<file path="config.mk">
export PLATFORM = sky130hd
export DESIGN_NAME = uart_rx_pkt_ctrl
export DESIGN_NICKNAME = d
export VERILOG_FILES = /design/src/rtl/uart_rx_pkt_ctrl.sv
export SDC_FILE = /design/constraint.sdc
export NUM_CORES = 1
export LEC_CHECK = 0
export ABC_AREA = 1
export BUFFER_PORTS_ARGS = -buffer_cell sky130_fd_sc_hd__buf_4
export CAP_MARGIN = 20
export CORE_ASPECT_RATIO = 0.5
export CORE_MARGIN = 2
export CORE_UTILIZATION = 41
export CTS_BUF_LIST = sky130_fd_sc_hd__clkbuf_16
export DETAILED_ROUTE_END_ITERATION = 10
export SYNTH_ARGS = -nofsm -noshare
export SYNTH_HDL_FRONTEND = slang
export SYNTH_SLANG_ARGS = --single-unit
</file>
<file path="constraint.sdc">
create_clock -name CLK -period 1.9 [get_ports CLK]
set_input_delay 0 -clock CLK [delete_from_list [all_inputs] [get_ports CLK]]
set_output_delay 0 -clock CLK [all_outputs]
set_load 0.02 [all_outputs]
</file>
<file path="src/rtl/uart_rx_pkt_ctrl.sv">
// Frames UART receiver bytes into SYNC/LEN/payload/CSUM packets and strobes the receiver clock enable.
// Latency: each response is registered one cycle after its RX_VLD; no backpressure, the consumer takes every byte.
module uart_rx_pkt_ctrl #(
    parameter int unsigned CLK_DIV     = 2,
    parameter logic [7:0]  SYNC_BYTE   = 8'hA5,
    parameter int unsigned MAX_LEN     = 64,
    parameter int unsigned TIMEOUT_CYC = 4096
) (
    input  logic       CLK,
    input  logic       RST,
    input  logic       ENABLE,
    output logic       UART_CLK_EN,
    input  logic [7:0] RX_DATA,
    input  logic       RX_VLD,
    input  logic       RX_FRAME_ERROR,
    output logic [7:0] PLD_DATA,
    output logic       PLD_VLD,
    output logic       PLD_FIRST,
    output logic       PLD_LAST,
    output logic       PKT_DONE,
    output logic       PKT_ERR,
    output logic [1:0] ERR_CODE,
    output logic [7:0] ERR_CNT,
    output logic       BUSY
);
    localparam int unsigned     DW        = $clog2(CLK_DIV);
    localparam int unsigned     TW        = $clog2(TIMEOUT_CYC);
    localparam logic [DW-1:0]   DIV_LAST  = DW'(CLK_DIV - 1);
    localparam logic [TW-1:0]   TO_LAST   = TW'(TIMEOUT_CYC - 2);
    localparam logic [7:0]      MAX_LEN_B = 8'(MAX_LEN);

    localparam logic [1:0] ERR_CSUM    = 2'd0;
    localparam logic [1:0] ERR_FRAME   = 2'd1;
    localparam logic [1:0] ERR_LEN     = 2'd2;
    localparam logic [1:0] ERR_TIMEOUT = 2'd3;

    typedef enum logic [1:0] {ST_IDLE, ST_LEN, ST_PAYLOAD, ST_CSUM} state_t;

    state_t        r_state, w_state_nxt;
    logic [7:0]    r_len, r_rem, r_sum;
    logic [7:0]    w_len_nxt, w_rem_nxt, w_sum_nxt;
    logic [TW-1:0] r_to_cnt, w_to_nxt;
    logic [DW-1:0] r_div_cnt;
    logic          r_uart_clk_en;
    logic [7:0]    r_pld_data, w_pld_data;
    logic          r_pld_vld, r_pld_first, r_pld_last, r_pkt_done, r_pkt_err;
    logic          w_pld_vld, w_pld_first, w_pld_last, w_pkt_done, w_pkt_err;
    logic [1:0]    r_err_code, w_err_code;
    logic [7:0]    r_err_cnt;
    logic          w_timeout;

    // Strobe is registered, so the first pulse lands CLK_DIV cycles after ENABLE rises.
    always_ff @(posedge CLK) begin
        if (!RST || !ENABLE) begin
            r_div_cnt     <= '0;
            r_uart_clk_en <= 1'b0;
        end else begin
            r_uart_clk_en <= (r_div_cnt == DIV_LAST);
            r_div_cnt     <= (r_div_cnt == DIV_LAST) ? '0 : r_div_cnt + 1'b1;
        end
    end

    // A byte arriving in the expiry cycle takes priority over the timeout.
    assign w_timeout = (r_state != ST_IDLE) && !RX_VLD && (r_to_cnt == TO_LAST);

    always_comb begin
        w_state_nxt = r_state;
        w_len_nxt   = r_len;
        w_rem_nxt   = r_rem;
        w_sum_nxt   = r_sum;
        w_pld_data  = r_pld_data;
        w_pld_vld   = 1'b0;
        w_pld_first = 1'b0;
        w_pld_last  = 1'b0;
        w_pkt_done  = 1'b0;
        w_pkt_err   = 1'b0;
        w_err_code  = r_err_code;
        if (!ENABLE) begin
            w_state_nxt = ST_IDLE;
        end else if (RX_VLD) begin
            if (r_state != ST_IDLE && RX_FRAME_ERROR) begin
                w_pkt_err   = 1'b1;
                w_err_code  = ERR_FRAME;
                w_state_nxt = ST_IDLE;
            end else begin
                case (r_state)
                    ST_IDLE: begin
                        if (!RX_FRAME_ERROR && RX_DATA == SYNC_BYTE) w_state_nxt = ST_LEN;
                    end
                    ST_LEN: begin
                        w_len_nxt = RX_DATA;
                        w_rem_nxt = RX_DATA;
                        w_sum_nxt = RX_DATA;
                        if (RX_DATA == 8'd0) begin
                            w_state_nxt = ST_CSUM;
                        end else if (RX_DATA > MAX_LEN_B) begin
                            w_pkt_err   = 1'b1;
                            w_err_code  = ERR_LEN;
                            w_state_nxt = ST_IDLE;
                        end else begin
                            w_state_nxt = ST_PAYLOAD;
                        end
                    end
                    ST_PAYLOAD: begin
                        w_pld_data  = RX_DATA;
                        w_pld_vld   = 1'b1;
                        w_pld_first = (r_rem == r_len);
                        w_pld_last  = (r_rem == 8'd1);
                        w_sum_nxt   = r_sum + RX_DATA;
                        w_rem_nxt   = r_rem - 8'd1;
                        if (r_rem == 8'd1) w_state_nxt = ST_CSUM;
                    end
                    ST_CSUM: begin
                        if (RX_DATA == r_sum) begin
                            w_pkt_done = 1'b1;
                        end else begin
                            w_pkt_err  = 1'b1;
                            w_err_code = ERR_CSUM;
                        end
                        w_state_nxt = ST_IDLE;
                    end
                    default: w_state_nxt = ST_IDLE;
                endcase
            end
        end else if (w_timeout) begin
            w_pkt_err   = 1'b1;
            w_err_code  = ERR_TIMEOUT;
            w_state_nxt = ST_IDLE;
        end
        w_to_nxt = (w_state_nxt == ST_IDLE || RX_VLD) ? '0 : r_to_cnt + 1'b1;
    end

    always_ff @(posedge CLK) begin
        if (!RST) begin
            r_state     <= ST_IDLE;
            r_len       <= '0;
            r_rem       <= '0;
            r_sum       <= '0;
            r_to_cnt    <= '0;
            r_pld_data  <= '0;
            r_pld_vld   <= 1'b0;
            r_pld_first <= 1'b0;
            r_pld_last  <= 1'b0;
            r_pkt_done  <= 1'b0;
            r_pkt_err   <= 1'b0;
            r_err_code  <= '0;
            r_err_cnt   <= '0;
        end else begin
            r_state     <= w_state_nxt;
            r_len       <= w_len_nxt;
            r_rem       <= w_rem_nxt;
            r_sum       <= w_sum_nxt;
            r_to_cnt    <= w_to_nxt;
            r_pld_data  <= w_pld_data;
            r_pld_vld   <= w_pld_vld;
            r_pld_first <= w_pld_first;
            r_pld_last  <= w_pld_last;
            r_pkt_done  <= w_pkt_done;
            r_pkt_err   <= w_pkt_err;
            r_err_code  <= w_err_code;
            if (w_pkt_err && r_err_cnt != 8'hFF) r_err_cnt <= r_err_cnt + 8'd1;
        end
    end

    assign UART_CLK_EN = r_uart_clk_en;
    assign PLD_DATA    = r_pld_data;
    assign PLD_VLD     = r_pld_vld;
    assign PLD_FIRST   = r_pld_first;
    assign PLD_LAST    = r_pld_last;
    assign PKT_DONE    = r_pkt_done;
    assign PKT_ERR     = r_pkt_err;
    assign ERR_CODE    = r_err_code;
    assign ERR_CNT     = r_err_cnt;
    assign BUSY        = (r_state != ST_IDLE);
endmodule

</file>
# Yosys cells after proc, flatten, opt, wreduce, memory -nomap -nowiden
# Index checks and enable logic that the tools add are counted.
# totals
reg_bits	63
mem_bits_rw	0
input_bits	13
mem_count	0
output_inout_bits	25
mem_bits_ro	0
latchBits	0
wordCells	94
# op_classes
n_addsub	5
div	0
reduce_logical	26
n_mux	28
mul	0
magnitude_cmp	1
n_bitwise	6
eq_ne	13
shifts	0
# ops
cell	n
$pmux 8 s2	2
$mux 2	14
$eq 8x8->1	2
$add 12x1->12 const B	1
$eq 12x12->1 const B	1
$ne 4x4->1 const B	3
$reduce_and 4->1	3
$reduce_or 5->1	2
$mux 1	9
$add 8x1->8 const B	1
$add 8x8->8	1
$eq 8x1->1 const B	1
$eq 8x8->1 const B	1
$gt 8x7->1 const B	1
$logic_not 8->1	1
$ne 8x8->1 const B	1
$pmux 2 s4	1
$sub 8x1->8 const B	1
$not 1->1	6
$reduce_and 6->1	1
$reduce_bool 2->1	3
$logic_and 1x1->1	5
$eq 2x2->1 const B	2
$logic_not 1->1	4
other kinds (9)	12

# Depth between registers and ports, before layout
# depth
ltp_word	10
ltp_mapped	15
depth_no_buf	14

# Least setup slack after synthesis
# Ideal clock, no wire load.
# synth_timing
path_kind	register to register
start	register r_state[0]
end	register r_to_cnt[6]
period_less_slack_ps	1822
required_ps	1783
stages_incl_launch_ff	16
t_arrival_ps	1706
n_path_buf	1
slack_ps	78
setup_time_ps	117
cell_sequence	dfxtp_1 -> inv_1 -> ha_1 -> inv_2 -> nand3_1 -> nor2_2 -> nand2_4 -> nand2_2 -> nand2_1 -> nand2_1 -> nand2_1 -> nand2_2 -> nand2_2 -> nand2_2 -> buf_6 -> nor2_2
# synth_between
elab_chain_len	9
word_cells_on_any_way	18
classes_between	3 x eq/ne; 7 x mux; 8 x reduce/logical
# synth_rtl
item	line	text
start, declared	39	state_t r_state, w_state_nxt;
start signal, assigned	149	r_state <= w_state_nxt;
$reduce_bool 2->1 (*)	n/a	
net BUSY	24	output logic BUSY
$logic_and 1x1->1 (2 in series)	64	assign w_timeout = (r_state != ST_IDLE) && !RX_VLD && (r_to_cnt == TO_LAST);
$mux 2	125	end else if (w_timeout) begin
$mux 2 (*)	80	end else if (RX_VLD) begin
$mux 2 (*)	78	if (!ENABLE) begin
$logic_not 2->1 (*)	130	w_to_nxt = (w_state_nxt == ST_IDLE || RX_VLD) ? '0 : r_to_cnt + 1'b1;
$logic_or 1x1->1 (*)	130	
$reduce_or 2->1 (no source line) (*)	n/a	
end signal, assigned	153	r_to_cnt <= w_to_nxt;
end, declared	42	logic [TW-1:0] r_to_cnt, w_to_nxt;
# The timed path passes the listed nets; every way through them passes the cells marked *.
# A chain may end at the register's enable or synchronous reset.

# Worst setup path after layout
# layout_timing
start	register r_state[0]
end	register r_sum[5]
# layout_between
elab_chain_len	4
word_cells_on_any_way	8
classes_between	2 x eq/ne; 1 x mux; 1 x bitwise; 4 x reduce/logical
# layout_rtl
item	line	text
branches (longest 4 deep; another with $reduce_and 4->1)	n/a	
end signal, assigned	152	r_sum <= w_sum_nxt;
end, declared	40	logic [7:0] r_len, r_rem, r_sum;
# Parallel ways; which one is timed is not known.

==> impl_metrics.yaml <==
run_status:
  outcome: "finished, final reports clean"
sta:
  holdWs_ns: 0.0198
  setup_violations: 0
  slew_headroom: 0.774
  finalCritPeriodShare: 0.939
  final_hold_viol_count: 0
  final.setup.worst_slack_ns: 0.115
  maxSlewViolCount: 0
  worstMarginPinSlew_ns: 0.339
  period_minus_slack_ns: 1.78
  skew_ns: 0.00592
  fmax_mhz: 560
  fin_tns_setup_ns: 0
detailed_routing:
  antenna_left: 0
  drt_iter0_drc: 194
  vias: 3040
  remaining_drc_errors: 0
  wl_mm: 8.31
  vias_per_cell: 4.84
  drt_first_pass_iters: 5
  wl_per_cell_um: 13.2
cells_and_area:
  nFillCells: 787
  drive_gt1_frac: 0.240
  seq_area_um2: 1260
  antenna_cells: 0
  multi_input_area_um2: 1960
  fin_nets: 541
  final_area_um2: 4270
  area_growth_pct: 23.6
power_and_ir_drop:
  total_power_mw: 3.05
  ir_worst_vdd_mv: 0.452
  p_per_area_nw_per_um2: 713
  p_leak_nw: 1.83
clock_network:
  clk_pin_slew_ns: 0.05
  htreeDepth: 3
  clk_latency_ns: 0.33
  ctsLongestPathBuffers: 2
  cts_hold_buffers: 0
  cts_root_buffer: "clkbuf_16"
  clock-sinks: 63
  cts_buffers: 9
  cts_tree: "done"
critical_path:
  path_cells: "inv_1, ha_1, inv_2, nand2_1, nand2_2, inv_2, nand3_2, a21oi_1, a21oi_1"
  cpPeakStageDelay_ns: 0.38
  crit_type: "reg -> reg"
  crit_path_end_kind: "flip-flop"
  crit_family: "compound AO/OA/AOI/OAI gates"
  critPathLaunchType: "flip-flop"
  worstPathRequired_ns: 2.11
  arrival_ns: 1.99
  cpMaxStageDelayCell: "a21oi_1"
  cp.buffers_inverters: 3
  crit_fanout: 11
global_routing:
  gr-total-overflow: 0
  grt_usage: 0.192
  grt_max_degree: 34
  grt_pass1_vias: 2720
  grt_pass1_wl_mm: 13.6
  antenna_found_initial: 0
synthesis:
  ys_seq_area_frac: 0.365
  synth_top_family_by_area: "simple AND/OR/NAND/NOR gates"
  synthesis.area_um2: 3460
  yosysWarnings: 0
  muxShareOfSynthArea: 0
  synthCells: 457
  syn_area_per_cell_um2: 7.56
  synth-seq-cells: 63
  synth_compound_area_frac: 0.163
  ys_types: 35
  synthAdderAreaFrac: 0.0637
  synth-simple-area-share: 0.256
  syn-num-nets: 487
  synth_xor_area_frac: 0.0709
place:
  dp_slack_ns: 0.0745
  gp_congestion: 0.839
  dp_hpwl_mm: 5.85
  placed_area_um2: 3940
  portBuffers: 37
floorplan:
  die_x_um: 134
  core_um2: 8090
  die_area_um2: 9230
  dieHeight_um: 68.9
  num_rows: 23
  start_util: 0.428
  io_pins: 38
worst_hold_path:
  min_path_type: "in -> reg"
run:
  timing.max_cap.violations: 0
## metal layers
metal,routed length [um],part of all wire,track usage,up-vias
met4,118,0.014,0.0652,0
li1,-,-,-,1620
met2,3670,0.44,0.307,38
met5,0,0,0,-
met1,4290,0.52,0.256,1370
met3,225,0.027,0.0504,12
## cell usage after synthesis, drive strengths merged
master  instances  area, um^2
a21oi          53         292
or3             1        6.26
inv            56         210
nand3          26         165
a31oi           4        25.0
or2             2        12.5
nor4            4        25.0
o21ai          39         195
nor2           48         215
xor2           20         175
nand4          13        81.3
fa              1        20.0
and3            1        6.26
nand2          79         344
dfxtp          63        1260
clkinv          1        3.75
a21boi          1        7.51
buf             7        43.8
nor3            3        15.0
nand3b          2        15.0
ha             16         200
clkbuf          6        22.5
xnor2           8        70.1
a221oi          3        45.0
## final cells by class
class	instances	area share
well taps	112	0.0328
multi-input cells	325	0.459
inverters	57	0.0506
clock inverters	7	0.0135
flip-flops and latches	63	0.295
clock buffers	9	0.0527
repair buffers	55	0.0966
## worst reg2reg max path: cells and delay by family, from the launching register on
family                   cells  cell delay (ns)
AO/OA/AOI/OAI                2             0.52
AND/OR/NAND/NOR              3             0.43
flip-flops                   1             0.30
buffers and inverters        3             0.22
adder cells (fa/ha/maj)      1             0.18
## path summary, 6_finish.rpt
check,cells past startpoint,slack [ns],end,start
worst max-delay path,9,0.12,r_sum[5],r_state[0]
worst min-delay path,3,0.02,r_len[2],RX_DATA[2]
worst max register to register,9,0.12,r_sum[5],r_state[0]
worst min register to register,1,0.41,r_div_cnt,r_div_cnt
## state kept, by name, indices dropped and copies added (netlist names), 2 cells and up
name / count
ERR_CODE: 2
r_to_cnt: 12
r_rem: 8
r_sum: 8
ERR_CNT: 8
PLD_DATA: 8
r_len: 8
r_state: 2
## where the power goes
part	total, mW	leakage, nW	internal, mW	switching, mW
clock	1.57	0.147	0.992	0.577
combinational	0.150	1.17	0.0521	0.0977
sequential	1.33	0.508	1.33	0.00235
total	3.05	1.83	2.37	0.677
## stage by stage
| step | utilization | cells |
|---|---|---|
| 6_report | 0.529 | 628 |
| 5_1_grt | 0.529 | 628 |
| 4_1_cts | 0.522 | 626 |
| 3_5_place_dp | 0.487 | 610 |
| 3_3_place_gp | 0.487 | 610 |
| 2_1_floorplan | - | 457 |
## cells in the final DEF (no fill, tap or decap)
cell type   instances
a221oi_2            3
nand3_4             2
nor4_1              4
bufinv_16           1
fa_1                1
clkinv_1            2
o21ai_1            12
nor2_4              1
nand2_4             2
clkinv_2            1
a21boi_0            1
a31oi_1             4
dfxtp_1            63
xor2_1             20
a21oi_1            46
and3_1              1
nand4_1            13
nand2_1            62
or2_2               2
nand2_2            15
inv_1              51
nor2_2             11
xnor2_1             8
nand3_1            21
ha_4                2
buf_4              55
clkbuf_16           9
inv_2               7
nor2_1             36
or3_1               1
nand3_2             4
nand3b_1            2
ha_1               14
nor3_1              3
o21ai_0            27
clkinvlp_4          1
a21oi_2             7
inv_4               1
## cell families (layout without fill, tap and decap cells)
group           Yosys count  count (layout)
buf+inv                  70             128
fa+ha+maj                17              17
simple gates            179             180
flops                    63              63
xor+xnor                 28              28
compound gates          100             100
## repair_timing
item	CTS	global route
buffers inserted	0	1
setup endpoints to repair	0	22
gates resized for setup	0	6
(Power assumes the default switching activity.)
